**src/rtl/cpu_pkg.sv**
```systemverilog
// Shared CPU definitions: PSR bit positions, branch condition codes and
// default datapath widths used by the ALU back end and the branch unit.
package cpu_pkg;

    localparam int WIDTH_DEFAULT = 16;
    localparam int AW_DEFAULT    = 4;

    localparam int PSR_C = 0;
    localparam int PSR_L = 1;
    localparam int PSR_F = 2;
    localparam int PSR_Z = 3;
    localparam int PSR_N = 4;

    localparam logic [3:0] COND_EQ = 4'd0;
    localparam logic [3:0] COND_NE = 4'd1;
    localparam logic [3:0] COND_CS = 4'd2;
    localparam logic [3:0] COND_CC = 4'd3;
    localparam logic [3:0] COND_HI = 4'd4;
    localparam logic [3:0] COND_LS = 4'd5;
    localparam logic [3:0] COND_GT = 4'd6;
    localparam logic [3:0] COND_LE = 4'd7;
    localparam logic [3:0] COND_FS = 4'd8;
    localparam logic [3:0] COND_FC = 4'd9;
    localparam logic [3:0] COND_LO = 4'd10;
    localparam logic [3:0] COND_HS = 4'd11;
    localparam logic [3:0] COND_LT = 4'd12;
    localparam logic [3:0] COND_GE = 4'd13;
    localparam logic [3:0] COND_UC = 4'd14;
    localparam logic [3:0] COND_NV = 4'd15;

    typedef enum logic [1:0] {
        BUF_EMPTY = 2'd0,
        BUF_ONE   = 2'd1,
        BUF_TWO   = 2'd2
    } bufState_t;

endpackage

```
**src/rtl/cond_eval.sv**
```systemverilog
// Combinational branch/jump condition evaluator; shared with the branch unit.
module cond_eval
    import cpu_pkg::*;
(
    input  logic [4:0] psr,
    input  logic [3:0] cond,
    output logic       condTrue
);

    always_comb begin
        condTrue = 1'b0;
        case (cond)
            COND_EQ: condTrue = psr[PSR_Z];
            COND_NE: condTrue = ~psr[PSR_Z];
            COND_CS: condTrue = psr[PSR_C];
            COND_CC: condTrue = ~psr[PSR_C];
            COND_HI: condTrue = psr[PSR_L];
            COND_LS: condTrue = ~psr[PSR_L];
            COND_GT: condTrue = psr[PSR_N];
            COND_LE: condTrue = ~psr[PSR_N];
            COND_FS: condTrue = psr[PSR_F];
            COND_FC: condTrue = ~psr[PSR_F];
            COND_LO: condTrue = ~psr[PSR_L] & ~psr[PSR_Z];
            COND_HS: condTrue = psr[PSR_L] | psr[PSR_Z];
            COND_LT: condTrue = ~psr[PSR_N] & ~psr[PSR_Z];
            COND_GE: condTrue = psr[PSR_N] | psr[PSR_Z];
            COND_UC: condTrue = 1'b1;
            COND_NV: condTrue = 1'b0;
            default: condTrue = 1'b0;
        endcase
    end

endmodule

```
**src/rtl/alu_writeback_stage.sv**
```systemverilog
// ALU writeback stage: PSR owner, two-entry in-order register-file write
// buffer, operand forwarding lookup and condition-code evaluation.
module alu_writeback_stage
    import cpu_pkg::*;
#(
    parameter int WIDTH = WIDTH_DEFAULT,
    parameter int AW    = AW_DEFAULT
) (
    input  logic             clk,
    input  logic             reset,
    input  logic             in_valid,
    output logic             in_ready,
    input  logic [WIDTH-1:0] in_result,
    input  logic [AW-1:0]    in_dst,
    input  logic             in_wr_en,
    input  logic [4:0]       in_flag_mask,
    input  logic             carry,
    input  logic             low,
    input  logic             flag,
    input  logic             zero,
    input  logic             negative,
    output logic             rf_we,
    output logic [AW-1:0]    rf_waddr,
    output logic [WIDTH-1:0] rf_wdata,
    input  logic             rf_ready,
    output logic [4:0]       psr,
    input  logic [AW-1:0]    fwd_raddr,
    output logic             fwd_hit,
    output logic [WIDTH-1:0] fwd_data,
    input  logic [3:0]       cond,
    output logic             cond_true
);

    bufState_t        stateReg;
    logic [WIDTH-1:0] dataReg [2];
    logic [AW-1:0]    dstReg  [2];
    logic [4:0]       psrReg;
    logic [4:0]       psrNext;
    logic [4:0]       newFlags;
    logic             accept;
    logic             enqueue;
    logic             drain;
    logic             hitHead;
    logic             hitTail;

    assign newFlags = {negative, zero, flag, low, carry};
    assign in_ready = ~reset & (stateReg != BUF_TWO);
    assign accept   = in_valid & in_ready;
    assign enqueue  = accept & in_wr_en;
    assign rf_we    = (stateReg != BUF_EMPTY);
    assign drain    = rf_we & rf_ready;

    // Slot 0 is always the head (oldest); slot 1 only holds data in BUF_TWO.
    assign rf_waddr = dstReg[0];
    assign rf_wdata = dataReg[0];
    assign psr      = psrReg;

    genvar gi;
    generate
        for (gi = 0; gi < 5; gi++) begin : g_psrBit
            assign psrNext[gi] = (accept & in_flag_mask[gi]) ? newFlags[gi] : psrReg[gi];
        end
    endgenerate

    always_ff @(posedge clk) begin
        if (reset) begin
            stateReg   <= BUF_EMPTY;
            psrReg     <= '0;
            dataReg[0] <= '0;
            dataReg[1] <= '0;
            dstReg[0]  <= '0;
            dstReg[1]  <= '0;
        end else begin
            psrReg <= psrNext;
            case (stateReg)
                BUF_EMPTY: begin
                    if (enqueue) begin
                        dataReg[0] <= in_result;
                        dstReg[0]  <= in_dst;
                        stateReg   <= BUF_ONE;
                    end
                end
                BUF_ONE: begin
                    if (enqueue && drain) begin
                        dataReg[0] <= in_result;
                        dstReg[0]  <= in_dst;
                    end else if (enqueue) begin
                        dataReg[1] <= in_result;
                        dstReg[1]  <= in_dst;
                        stateReg   <= BUF_TWO;
                    end else if (drain) begin
                        stateReg <= BUF_EMPTY;
                    end
                end
                BUF_TWO: begin
                    if (drain) begin
                        dataReg[0] <= dataReg[1];
                        dstReg[0]  <= dstReg[1];
                        stateReg   <= BUF_ONE;
                    end
                end
                default: stateReg <= BUF_EMPTY;
            endcase
        end
    end

    // Tail wins when both slots target the same register: it is the younger write.
    assign hitHead = (stateReg != BUF_EMPTY) && (dstReg[0] == fwd_raddr);
    assign hitTail = (stateReg == BUF_TWO) && (dstReg[1] == fwd_raddr);

    always_comb begin
        fwd_hit  = hitHead | hitTail;
        fwd_data = '0;
        if (hitTail)
            fwd_data = dataReg[1];
        else if (hitHead)
            fwd_data = dataReg[0];
    end

    cond_eval u_condEval (
        .psr      (psrReg),
        .cond     (cond),
        .condTrue (cond_true)
    );

endmodule

```
**config.mk**
```make
export PLATFORM = sky130hd
export DESIGN_NAME = alu_writeback_stage
export DESIGN_NICKNAME = d
export VERILOG_FILES = /design/src/rtl/cpu_pkg.sv /design/src/rtl/cond_eval.sv /design/src/rtl/alu_writeback_stage.sv
export SDC_FILE = /design/constraint.sdc
export NUM_CORES = 1
export LEC_CHECK = 0
export CAP_MARGIN = 20
export CORE_ASPECT_RATIO = 0.8
export CORE_UTILIZATION = 40
export DETAILED_ROUTE_END_ITERATION = 10
export PLACE_DENSITY_LB_ADDON = 0.12
export SYNTH_ARGS = -nofsm -noshare
export SYNTH_HDL_FRONTEND = slang
export SYNTH_SLANG_ARGS = --single-unit
```
**constraint.sdc**
```tcl
create_clock -name clk -period 3 [get_ports clk]
set_clock_uncertainty 0.1 [all_clocks]
set_input_delay 0.6 -clock clk [delete_from_list [all_inputs] [get_ports clk]]
set_output_delay 0.6 -clock clk [all_outputs]
set_load 0.05 [all_outputs]
```
# == Word-level counts from Yosys, hierarchy flattened ==
# Memory sizes are Yosys's and may differ from the RTL's.
# Cells that the tools add are included.
# word_totals
latchBits,0
out_inout_bits,45
word_cells,102
memories,2
reg_bits,7
in_bits,43
romBits,0
ramBits,40
# mem_list
name,depth,width,rd,rd_ports_with_merged_regs,write_ports,line_no,rtl
dataReg,2,16,2,0,2,alu_writeback_stage.sv:35,logic [WIDTH-1:0] dataReg [2];
dstReg,2,4,2,0,2,alu_writeback_stage.sv:36,logic [AW-1:0] dstReg [2];
# op_classes
magnitude_cmp,0
shift,0
div_mod_pow,0
mux,35
reduce_logical,7
addsub,0
bitwise,28
eq_ne,24
n_mul,0
# ops
operator,n
16-bit 2-to-1 mux,6
4-bit equality test (second input constant),8
1-bit 2-to-1 mux,18
4-bit by 3-bit equality test with 1-bit output (second input constant),4
4-bit 2-to-1 mux,4
1-bit case mux with 16 select lines,1
1-bit bitwise AND,11
1-bit bitwise OR,11
2-bit 2-to-1 mux,5
4-bit by 2-bit equality test with 1-bit output (second input constant),2
4-bit equality test,2
2-bit inequality test (second input constant),4
1-bit NOT,6
2-bit case mux with 3 select lines,1
4-bit by 1-bit equality test with 1-bit output (second input constant),1
4-bit zero test,1
4-bit AND reduction,1
1-bit logical AND,3
3-bit inequality test (second input constant),1
2-bit by 1-bit equality test with 1-bit output (second input constant),1
2-bit equality test (second input constant),1
2-bit zero test,1
2-bit nonzero test,1

# == Longest topological paths before layout ==
# Gate-level depths: netlist of the first run.
# logic_depth
depth_word,11
depth_mapped,6

# == Modules after synthesis ==
# Synthesis of the first run repeated with hierarchy kept, for this count alone.
# unflattened
cells_unflattened,200
area_unflattened_um2,2491.1
# modules_own_cells
mod,area_each_um2,n_inst,seq_area_each_um2,cells_each
alu_writeback_stage,2307.2,1,1341.3,177
cond_eval,183.9,1,0.0,23

# == Least setup slack after synthesis of the first run ==
# OpenSTA, ideal clock, no wires.
# synth_path
path_kind,reg2out
start,register psrReg[3] (netlist: psr[3])
end,output cond_true
t_arrival_ns,2.195
t_required_ns,2.300
path_slack_ns,0.105
path_stages_with_launch,6
path_cell_list,dfxtp_1 -> or3b_1 -> a211o_1 -> a41oi_2 -> nor2_1 -> o21ai_1
# synth_via
elab_chain_cells,3
word_cells_on_any_way,6
cone_classes,1 x mux; 5 x bitwise
# synth_rtl
item,line_no,rtl
"start, declared",alu_writeback_stage.sv:37,logic [4:0] psrReg;
"start signal, assigned",alu_writeback_stage.sv:74,psrReg <= psrNext;
1-bit NOT,"cond_eval.sv:14, cond_eval.sv:23, cond_eval.sv:25",
"1-bit bitwise AND, on equally long branches","cond_eval.sv:25, cond_eval.sv:23",
1-bit case mux with 16 select lines (*),cond_eval.sv:12,case (cond)
"end, declared",alu_writeback_stage.sv:31,output logic cond_true
# Mark *: on every way between the ends. The rest lies on a longest branch, timed or not.

# == Worst setup path after layout of the first run ==
# layout_path
start,input cond[2]
end,output cond_true
# layout_via
elab_chain_cells,2
word_cells_on_any_way,17
cone_classes,15 x eq/ne; 1 x mux; 1 x reduce/logical
# layout_rtl
item,line_no,rtl
"start, declared",alu_writeback_stage.sv:30,"input logic [3:0] cond,"
"4-bit equality test, or another cell as far along",cond_eval.sv:12,
1-bit case mux with 16 select lines (*),cond_eval.sv:12,
# Marked as above.

==> impl_summary.log, run 1 <==
INFO  metric status = completed
INFO  metric final_cell_area = 3690 um2
INFO  metric hold_sp = dataReg[1][2]
INFO  metric postPlaceCellArea = 3560 um2
INFO  metric routed_wire_length_per_instance = 15.8 um
INFO  metric power.sequential.fraction = 53.2%
INFO  metric routed_wl = slightly below 6 mm
INFO  metric worst_skew_late_latency = around 0.30 ns
INFO  metric hold_viol_final = 0
INFO  metric cts_buffers = 5
INFO  metric critical_path_peak_fanout = 4
INFO  metric setup_slack = ~0.11 ns
INFO  metric dr_total_vias = 1867
INFO  metric core_footprint = 5530 um2
INFO  metric grt-ovfl-total = 0
INFO  metric cts_hold_buffers = 0
INFO  metric clk_transition_reported_paths = 0.08 ns
INFO  metric cts.path.max_buffers = 2
INFO  metric postSynthNetCount = 238
INFO  metric grt_use_met3 = under 10%
INFO  metric r2r_setup_slack = between 0.9 and 1 ns
INFO  metric drt_drc_violations_left = 0
INFO  metric grt_util_met1 = 29.2%
INFO  metric async_reset_ff_share = 0%
INFO  metric critical_path_arrival = 2.19 ns
INFO  metric layout.filler_cells = 456
INFO  metric timing.hold.worst_endpoint = dataReg[0][2]
INFO  metric io_count = between 80 and 90
INFO  metric finish.net_count = 332
INFO  metric synth_mux_area_share = under 10%
INFO  metric cts_tree = yes
INFO  metric post_synth_fa_ha_maj_area_fraction = 0%
INFO  metric yosysWarnings = 0
INFO  metric place_congestion = 0.874
INFO  metric synth-edff-count = 40
INFO  metric power-per-cell-area = 395 nW/um2
INFO  metric worst_slew_pin_slew = between 0.8 and 0.9 ns
INFO  metric input_output_buffers = 87
INFO  metric pin_count_of_the_biggest_net_entering_global_routing = 21
INFO  metric initial_antenna_violation_count = 1
INFO  metric post_synth_most_frequent_cells = edfxtp_1, a21o_1, and2_1, a22o_1, nor2_1
INFO  metric grt_first_pass_wirelength = 9.29 mm
INFO  metric worstHoldPathType = flop to flop
INFO  metric worst-r2r-cell-count = 3
INFO  metric synth_sequential_area_ratio = around 58%
INFO  metric synth_simple_gate_area_share = around 14%
INFO  metric synth_area_per_cell = 11.9 um2
INFO  metric dp_cells = 360
INFO  metric synth.top_cell.area_share = 51.8%
INFO  metric critical_setup_path_class = input port to output pin
INFO  metric final_cell_count_no_fill = 369
INFO  metric cp.required = 2.30 ns
INFO  metric clockPowerShare = 24.7%
INFO  metric preCtsSetupSlack = -0.0862 ns
INFO  metric startpoint = cond[2]
INFO  metric static-leakage-power = 1.59 nW
INFO  metric crit-reg2reg-capture = dataReg[0][13]
INFO  metric grt_pass1_vias = 1821
INFO  metric power.internal = 1.05 mW
INFO  metric report.final.slew_viol_count = 0
INFO  metric synth_compound_area_share = 19.1%
INFO  metric syn_inst = 195
INFO  metric setup_viol = 0
INFO  metric cts_root_buffer_type = clkbuf_8
INFO  metric die_height = between 70 and 80 um
INFO  metric grt_setup_unrepaired = false
INFO  metric use_met2 = a little under a third
INFO  metric synth_top_family_by_area = compound AO/OA/AOI/OAI gates
INFO  metric die-area = roughly 6100 um2
INFO  metric post_drt_via_cell_ratio = 5.06
INFO  metric post-synth-top-count-cell = edfxtp_1
INFO  metric tns = 0 ns
INFO  metric post_synth_xor_area_fraction = a little over 3%
INFO  metric mapped_cell_area = 2320 um2
INFO  metric cts_max_level = 2
INFO  metric netlist.top_cell.by_area = edfxtp_1
INFO  metric switchingPower = 0.402 mW
INFO  metric final_core_utilization = 66.7%
INFO  metric critical_path.endpoint_type = output pin
INFO  metric initial_drc_count = 109
INFO  metric period_needed = 2.89 ns
INFO  metric track_usage = 20.4%
INFO  metric max_slew_margin = between 40% and 50%
INFO  metric final.hold.worst_slack = approximately 0.46 ns
INFO  metric hpwl = 4.26 mm
INFO  metric flow.area_growth_from_synthesis = 59.0%
INFO  metric netlist_top_cells_area = edfxtp_1, a21o_1, a22o_1, dfxtp_1, and2_1
INFO  metric final_layout_size_suffix_gt1_share = 15.9%
INFO  metric vdd.ir_drop.worst = 284 uV
INFO  metric report.power.total = 1.46 mW
INFO  metric share_of_total_power_in_combinational_logic = around 22%
INFO  metric rows = 24
INFO  metric dominantRegCellSynth = edfxtp_1
INFO  metric postSynthRegisterBits = 47
INFO  metric dr.pass1.iters = 4
INFO  metric antenna_left = 0
INFO  metric final_min_period_over_clock_period = roughly 96%
INFO  metric critical_path.startpoint_type = input port
INFO  metric switching_share = 27.6%
INFO  metric numClockSinks = 47
INFO  metric rr_startpoint = stateReg[1]
INFO  metric timing.fmax = approximately 350 MHz
INFO  metric cap_violations = 0
INFO  metric initial_utilization = 42.0%
INFO  metric die_w = 87.1 um
INFO  metric whs_path_depth = 1
INFO  metric yosys_cell_types = 37
INFO  metric grt_busiest_layer = met2
-- power groups by stage --
stage          registers, mW  logic, mW  clock network (mW)
6_report               0.775      0.321               0.360
2_1_floorplan          0.857     0.0928                   0
5_1_grt                0.781      0.339               0.392
3_3_place_gp           0.788      0.316                   0
3_5_place_dp           0.790      0.318                   0
4_1_cts                0.774      0.321               0.372
-- cells in the final DEF (no fill, tap or decap), types with 2 or more instances in the layout --
master           instances
clkdlybuf4s50_1         61
edfxtp_1                40
buf_12                  21
and2_1                  20
a21o_1                  20
a22o_1                  15
nor2_1                  12
buf_4                    9
xnor2_1                  8
nand2_1                  7
dfxtp_1                  7
dlymetal6s2s_1           6
inv_1                    5
mux2i_1                  5
clkbuf_8                 5
a21oi_1                  4
nand4_1                  3
a31oi_1                  3
nand2b_1                 2
or3b_1                   2
and3b_1                  2
o21bai_1                 2
nor3_1                   2
nand3_1                  2
o21ai_0                  2
o21ai_2                  2
clkinv_1                 2
-- final cells by class --
cell class	count	area [um2]	area share, %
Clock buffer	6	72.6	1.97
Clock inverter	2	7.51	0.204
Sequential cell	47	1340	36.4
Multi-Input combinational cell	131	952	25.8
Antenna cell	1	2.50	0.0679
Tap cell	78	97.6	2.65
Timing Repair Buffer	99	1190	32.4
Inverter	5	18.8	0.509
-- metal layers --
metal | up-vias | routed length, um
met5 | - | 0
met2 | 60 | 2530
met1 | 880 | 2860
met3 | 8 | 403
met4 | 0 | 54
li1 | 919 | -
-- flip-flops by register name, indices dropped and copies added (netlist names) --
register / cells
dstReg: 8
psr: 5
dataReg: 32
stateReg: 2
-- worst max-delay path by stage --
stage,cells past startpoint,slack (ns),to
after floorplan,5,0.10,cond_true
after global placement,7,-0.06,cond_true
after detailed placement,7,-0.09,cond_true
after CTS,8,0.001,cond_true
after global routing,7,0.02,cond_true
final,7,0.11,cond_true
-- logic make-up after synthesis --
group | count (synthesis)
AND/OR/NAND/NOR | 59
AO/OA/AOI/OAI | 58
flip-flops | 47
buffers and inverters | 17
XOR/XNOR | 8
multiplexers | 6
-- critical path: stages --
cell	delay (ns)
clkdlybuf4s50_1	0.46
and3b_1	0.22
o21ai_0	0.18
o211ai_1	0.16
o31ai_2	0.30
o21ai_2	0.11
buf_12	0.16
-- timing repair --
| item | in CTS | in global routing |
|---|---|---|
| gates resized for setup | 3 | 9 |
| hold endpoints to repair | 0 | 0 |
| setup endpoints to repair | 1 | 17 |
| pin swaps | 3 | 8 |
| buffers inserted | 0 | 0 |
Note: power is estimated with default switching activity, not from simulation.
==> inputs of run 2 (changes only) <==
--- a/config.mk
+++ b/config.mk
@@ -9,7 +9,9 @@
 export CORE_ASPECT_RATIO = 0.8
 export CORE_UTILIZATION = 40
 export DETAILED_ROUTE_END_ITERATION = 10
+export GPL_ROUTABILITY_DRIVEN = 0
 export PLACE_DENSITY_LB_ADDON = 0.12
+export SETUP_SLACK_MARGIN = 0.02
 export SYNTH_ARGS = -nofsm -noshare
 export SYNTH_HDL_FRONTEND = slang
 export SYNTH_SLANG_ARGS = --single-unit
==> run 2 against run 1 <==
Compared with the run above:
- sequential share of layout area decreased by 0.17 points
- largest cell class unchanged
- fmax shrank 0.74%
- hold slack barely moved
- core utilization increased by 0.32 points
- highest routed layer unchanged
- cell area is 0.48% higher
- cell count grew 0.54%
==> impl_summary.log, run 2 (same netlist as run 1, synthesis figures left out) <==
INFO  metric die-area = 6110 um2 (unchanged)
INFO  metric period_needed = 2.91 ns (was 2.89 ns)
INFO  metric flow.area_growth_from_synthesis = 59.7% (was 59.0%)
INFO  metric dr_total_vias = 1891 (was 1867)
INFO  metric critical_path.endpoint_type = output pin (unchanged)
INFO  metric most-common-layout-cells = clkdlybuf4s50_1, edfxtp_1, buf_12 (unchanged)
INFO  metric preCtsSetupSlack = -0.0862 ns (unchanged)
INFO  metric cts_tree = yes (unchanged)
INFO  metric critical_path_peak_fanout = 4 (unchanged)
INFO  metric timing.fmax = 343 MHz (was 346 MHz)
INFO  metric status = completed (unchanged)
INFO  metric finish.net_count = 334 (was 332)
INFO  metric final_min_period_over_clock_period = 97.1% (was 96.3%)
INFO  metric io_count = 88 (unchanged)
INFO  metric multi_input_area = 955 um2 (was 952 um2)
INFO  metric cts_hold_buffers = 0 (unchanged)
INFO  metric grt_first_pass_wirelength = 9.34 mm (was 9.29 mm)
INFO  metric static-leakage-power = 1.60 nW (was 1.59 nW)
INFO  metric postPlaceCellArea = 3560 um2 (unchanged)
INFO  metric worst_slew_pin_slew = 0.824 ns (was 0.818 ns)
INFO  metric critical_path.startpoint_type = input port (unchanged)
INFO  metric critical_setup_path_class = input port to output pin (unchanged)
INFO  metric pin_count_of_the_biggest_net_entering_global_routing = 21 (unchanged)
INFO  metric setup_viol = 0 (unchanged)
INFO  metric hpwl = 4.26 mm (unchanged)
INFO  metric cts_max_level = 2 (unchanged)
INFO  metric whs_path_depth = 1 (unchanged)
INFO  metric final_common_cell = clkdlybuf4s50_1 (unchanged)
INFO  metric largest_register_ff_count = 32 (unchanged)
INFO  metric antenna_left = 0 (unchanged)
INFO  metric clk_transition_reported_paths = 0.08 ns (about the same)
INFO  metric initial_antenna_violation_count = 1 (unchanged)
INFO  metric input_output_buffers = 87 (unchanged)
INFO  metric final_layout_size_suffix_gt1_share = 16.8% (was 15.9%)
INFO  metric max_slew_margin = 45.1% (was 45.4%)
INFO  metric area.sequential = 1340 um2 (unchanged)
INFO  metric max_flop_register = dataReg (unchanged)
INFO  metric initial_utilization = 42.0% (unchanged)
INFO  metric die_height = 70.1 um (unchanged)
INFO  metric layout.filler_cells = 457 (was 456)
INFO  metric core_footprint = 5530 um2 (unchanged)
INFO  metric routed_wl = 5.92 mm (was 5.84 mm)
INFO  metric cap_violations = 0 (unchanged)
INFO  metric critical_path_arrival = 2.21 ns (was 2.19 ns)
INFO  metric grt-ovfl-total = 0 (unchanged)
INFO  metric report.power.total = 1.46 mW (about the same)
INFO  metric worst_skew_late_latency = 0.30 ns (about the same)
INFO  metric report.final.slew_viol_count = 0 (unchanged)
INFO  metric dp_cells = 360 (unchanged)
INFO  metric initial_drc_count = 103 (was 109)
INFO  metric die_w = 87.1 um (unchanged)
INFO  metric track_usage = 20.5% (was 20.4%)
INFO  metric final_cell_count_no_fill = 371 (was 369)
INFO  metric vdd.ir_drop.worst = 283 uV (was 284 uV)
INFO  metric final_core_utilization = 67.0% (was 66.7%)
INFO  metric cts.path.max_buffers = 2 (unchanged)
INFO  metric cp.required = 2.30 ns (about the same)
INFO  metric dr.pass1.iters = 4 (unchanged)
INFO  metric power-per-cell-area = 394 nW/um2 (was 395 nW/um2)
INFO  metric cts_buffers = 5 (unchanged)
INFO  metric tns = 0 ns (unchanged)
INFO  metric worstHoldPathType = flop to flop (unchanged)
INFO  metric final.hold.worst_slack = 0.459 ns (about the same)
INFO  metric worst-r2r-cell-count = 3 (unchanged)
INFO  metric setup_slack = 0.0880 ns (was 0.110 ns)
INFO  metric hold_viol_final = 0 (unchanged)
INFO  metric final_cell_area = 3700 um2 (was 3690 um2)
INFO  metric drt_drc_violations_left = 0 (unchanged)
INFO  metric numClockSinks = 47 (unchanged)
INFO  metric cts_root_buffer_type = clkbuf_8 (unchanged)
INFO  metric post_drt_via_cell_ratio = 5.10 (was 5.06)
INFO  metric routed_wire_length_per_instance = 15.9 um (was 15.8 um)
INFO  metric grt_pass1_vias = 1841 (was 1821)
INFO  metric rows = 24 (unchanged)
INFO  metric grt_setup_unrepaired = false (unchanged)
## run 2: changes by cell type in the layout (fill, tap and decap cells not counted), sizes merged
cell | before | now
buf | 31 | 33
## run 2: final timing paths
path	startpoint	to	slack, ns
min	dataReg[1][10]	dataReg[0][10]	0.46
max	cond[2]	cond_true	0.09
min reg2reg	dataReg[1][10]	dataReg[0][10]	0.46
max reg2reg	stateReg[1]	dataReg[0][13]	0.90
## run 2: routing by layer
layer	share of wire [%]	global-route usage [%]	vias up
met5	0	0	-
met4	0.86	5.65	0
met3	6.8	5.67	7
met2	44	30.9	62
met1	49	29.1	899
li1	-	-	923
## run 2: report_power, final
group          internal, mW  switching, mW  leakage, nW  total (mW)
clock                 0.159          0.200       0.0403       0.359
combinational         0.147          0.177         1.09       0.324
sequential            0.749         0.0261        0.474       0.775
total                  1.06          0.403         1.60        1.46
## run 2: repair_timing
action	in CTS	in global routing
endpoints found under the hold margin	0	0
setup buffers	2	0
resized for setup	3	10
pin swaps	8	5
setup endpoints to repair	6	17
## run 2: layout make-up
type	count	area share [%]
flip-flops and latches	47	36.2
inverters	5	0.507
clock buffers	6	1.96
clock inverters	2	0.203
well taps	78	2.64
repair buffers	101	32.6
multi-input cells	131	25.8
diodes	1	0.0676
## run 2: worst max-delay path, stage by stage
cell and delay (ns):
clkdlybuf4s50_1 0.46, and3b_1 0.21, o21ai_0 0.18, o211ai_1 0.17, o31ai_2 0.30, o21ai_2 0.12, buf_12 0.16
==> inputs of run 3 (changes only) <==
--- a/config.mk
+++ b/config.mk
@@ -10,6 +10,7 @@
 export CORE_UTILIZATION = 40
 export DETAILED_ROUTE_END_ITERATION = 10
 export GPL_ROUTABILITY_DRIVEN = 0
+export GPL_TIMING_DRIVEN = 0
 export PLACE_DENSITY_LB_ADDON = 0.12
 export SETUP_SLACK_MARGIN = 0.02
 export SYNTH_ARGS = -nofsm -noshare
==> run 3 against run 2 <==
Compared with the run above:
- non-clock buffer count decreased by 1
- fmax decreased by 0.70%
- hold slack got worse by 0.0057 ns
- largest cell class unchanged
- highest routed layer unchanged
==> impl_summary.log, run 3 (same netlist as run 1, synthesis figures left out) <==
INFO  metric track_usage = 20.0% (was 20.5%)
INFO  metric cp_top_family = buffers and inverters (was compound AO/OA/AOI/OAI gates)
INFO  metric flow.area_growth_from_synthesis = 49.6% (was 59.7%)
INFO  metric grt_setup_unrepaired = true (was false)
INFO  metric dr.pass1.iters = 4 (unchanged)
INFO  metric power.internal = 1.13 mW (was 1.06 mW)
INFO  metric numClockSinks = 47 (unchanged)
INFO  metric final_common_cell = clkdlybuf4s50_1 (unchanged)
INFO  metric use_met2 = 29.8% (was 30.9%)
INFO  metric cts.path.max_buffers = 2 (unchanged)
INFO  metric switchingPower = 0.421 mW (was 0.403 mW)
INFO  metric timing.fmax = 341 MHz (was 343 MHz)
INFO  metric critical_path_arrival = 2.23 ns (was 2.21 ns)
INFO  metric share_of_total_power_in_combinational_logic = 19.8% (was 22.2%)
INFO  metric max_flop_register = dataReg (unchanged)
INFO  metric report.power.total = 1.55 mW (was 1.46 mW)
INFO  metric layout.filler_cells = 481 (was 457)
INFO  metric most-common-layout-cells = clkdlybuf4s50_1, edfxtp_1, and2_1, a21o_1, a22o_1 (was clkdlybuf4s50_1, edfxtp_1, buf_12)
INFO  metric status = completed (unchanged)
INFO  metric report.final.slew_viol_count = 0 (unchanged)
INFO  metric initial_utilization = 42.0% (unchanged)
INFO  metric cts_max_level = 2 (unchanged)
INFO  metric pin_count_of_the_biggest_net_entering_global_routing = 19 (was 21)
INFO  metric drt_drc_violations_left = 0 (unchanged)
INFO  metric final_min_period_over_clock_period = 97.8% (was 97.1%)
INFO  metric critical_path.startpoint_type = input port (unchanged)
INFO  metric switching_share = 27.1% (was 27.6%)
INFO  metric max_stage_delay = 0.81 ns (was 0.46 ns)
INFO  metric die_height = 70.1 um (unchanged)
INFO  metric critical_setup_path_class = input port to output pin (unchanged)
INFO  metric hpwl = 4.21 mm (was 4.26 mm)
INFO  metric grt_use_met3 = 6.50% (was 5.67%)
INFO  metric grt_pass1_vias = 1773 (was 1841)
INFO  metric cts_tree = yes (unchanged)
INFO  metric static-leakage-power = 1.49 nW (was 1.60 nW)
INFO  metric post_drt_via_cell_ratio = 5.08 (was 5.10)
INFO  metric io_count = 88 (unchanged)
INFO  metric final_layout_size_suffix_gt1_share = 14.8% (was 16.8%)
INFO  metric antenna_left = 0 (unchanged)
INFO  metric finish.net_count = 333 (was 334)
INFO  metric worst_skew_late_latency = 0.30 ns (about the same)
INFO  metric grt_first_pass_wirelength = 9.19 mm (was 9.34 mm)
INFO  metric critical_path.endpoint_type = output pin (unchanged)
INFO  metric grt_util_met1 = 28.5% (was 29.1%)
INFO  metric dr_total_vias = 1873 (was 1891)
INFO  metric max_slew_margin = 65.8% (was 45.1%)
INFO  metric period_needed = 2.93 ns (was 2.91 ns)
INFO  metric antenna-diode-count = 0 (was 1)
INFO  metric clockPowerShare = 30.3% (was 24.6%)
INFO  metric die_w = 87.1 um (unchanged)
INFO  metric clk_transition_reported_paths = 0.08 ns (about the same)
INFO  metric vdd.ir_drop.worst = 344 uV (was 283 uV)
INFO  metric power.sequential.fraction = 49.9% (was 53.2%)
INFO  metric worstPathBufferInverterCount = 3 (was 2)
INFO  metric cap_violations = 0 (unchanged)
INFO  metric rows = 24 (unchanged)
INFO  metric largest_register_ff_count = 32 (unchanged)
INFO  metric setup_viol = 0 (unchanged)
INFO  metric grt_busiest_layer = met2 (unchanged)
INFO  metric cp.required = 2.30 ns (about the same)
INFO  metric routed_wl = 5.76 mm (was 5.92 mm)
INFO  metric initial_drc_count = 64 (was 103)
INFO  metric grt-ovfl-total = 0 (unchanged)
INFO  metric die-area = 6110 um2 (unchanged)
INFO  metric worst_path_most_repeated_cell = clkdlybuf4s50_1
INFO  metric worstHoldPathType = flop to flop (unchanged)
INFO  metric critical_path_peak_fanout = 10 (was 4)
INFO  metric hold_viol_final = 0 (unchanged)
INFO  metric input_output_buffers = 86 (was 87)
INFO  metric power-per-cell-area = 447 nW/um2 (was 394 nW/um2)
INFO  metric path_cells = clkdlybuf4s50_1 -> clkbuf_2 -> nor2_1 -> clkdlybuf4s50_1 (was clkdlybuf4s50_1 -> and3b_1 -> o21ai_0 -> o211ai_1 -> o31ai_2 -> o21ai_2 -> buf_12)
INFO  metric cp_slowest_cell = clkdlybuf4s50_1 (unchanged)
INFO  metric cts_root_buffer_type = clkbuf_8 (unchanged)
INFO  metric initial_antenna_violation_count = 0 (was 1)
INFO  metric tns = 0 ns (unchanged)
INFO  metric cts_buffers = 5 (unchanged)
INFO  metric routed_wire_length_per_instance = 15.6 um (was 15.9 um)
INFO  metric core_footprint = 5530 um2 (unchanged)
INFO  metric worst_slew_pin_slew = 0.512 ns (was 0.824 ns)
[run 3: layout make-up]
cell class	instances	area [um2]	share of cell area (%)
Clock inverter	3	43.8	1.26
Sequential cell	47	1340	38.7
Clock buffer	5	68.8	1.98
Tap cell	78	97.6	2.81
Multi-Input combinational cell	131	945	27.2
Timing Repair Buffer	88	882	25.4
Buffer	12	71.3	2.06
Inverter	5	18.8	0.541
[run 3: power groups by stage]
stage	logic [mW]	clock network (mW)	registers [mW]
floorplan	0.0928	0	0.857
global placement	0.290	0	0.791
detailed placement	0.303	0	0.789
CTS	0.306	0.474	0.774
global route	0.323	0.503	0.780
finish	0.307	0.470	0.775
[run 3: timing repair]
| action | CTS | global route |
|---|---|---|
| setup endpoints to repair | 19 | 10 |
| pin swaps | 7 | 6 |
| setup buffers | 0 | 0 |
| hold buffers | 0 | 0 |
| resized for setup | 102 | 8 |
[run 3: routing by layer]
layer | wire length (um) | part of all wire [%] | up-vias
met5 | 0 | 0 | -
met4 | 45 | 0.78 | 0
met3 | 390 | 6.8 | 4
met2 | 2550 | 44 | 65
met1 | 2770 | 48 | 880
li1 | - | - | 924
[run 3: worst reg2reg max path: stages (launching register included)]
cell	delay, ns
dfxtp_1	0.31
buf_2	0.22
and2b_1	0.25
and3_1	0.20
clkbuf_1	0.39
a21o_1	0.19
[run 3: path summary, 6_finish.rpt]
check,cells past startpoint,start,end,slack (ns)
setup reg to reg,5,stateReg[1],dstReg[0][1],1.20
setup / recovery,4,reset,in_ready,0.07
hold reg to reg,2,psr[2],psr[2],0.45
hold / removal,2,psr[2],psr[2],0.45
[run 3: metrics by stage]
step | hold WS [ns] | utilization (%) | instance area [um2] | setup WS (ns) | instances
floorplan | 0.421 | - | 2320 | 0.105 | 195
global placement | 0.428 | 59.3 | 3280 | -1.33 | 359
detailed placement | 0.437 | 60.4 | 3340 | -0.898 | 361
CTS | 0.459 | 62.4 | 3450 | 0.0246 | 369
global route | 0.476 | 62.8 | 3470 | 0.00470 | 369
finish | 0.453 | 62.8 | 3470 | 0.0674 | 369
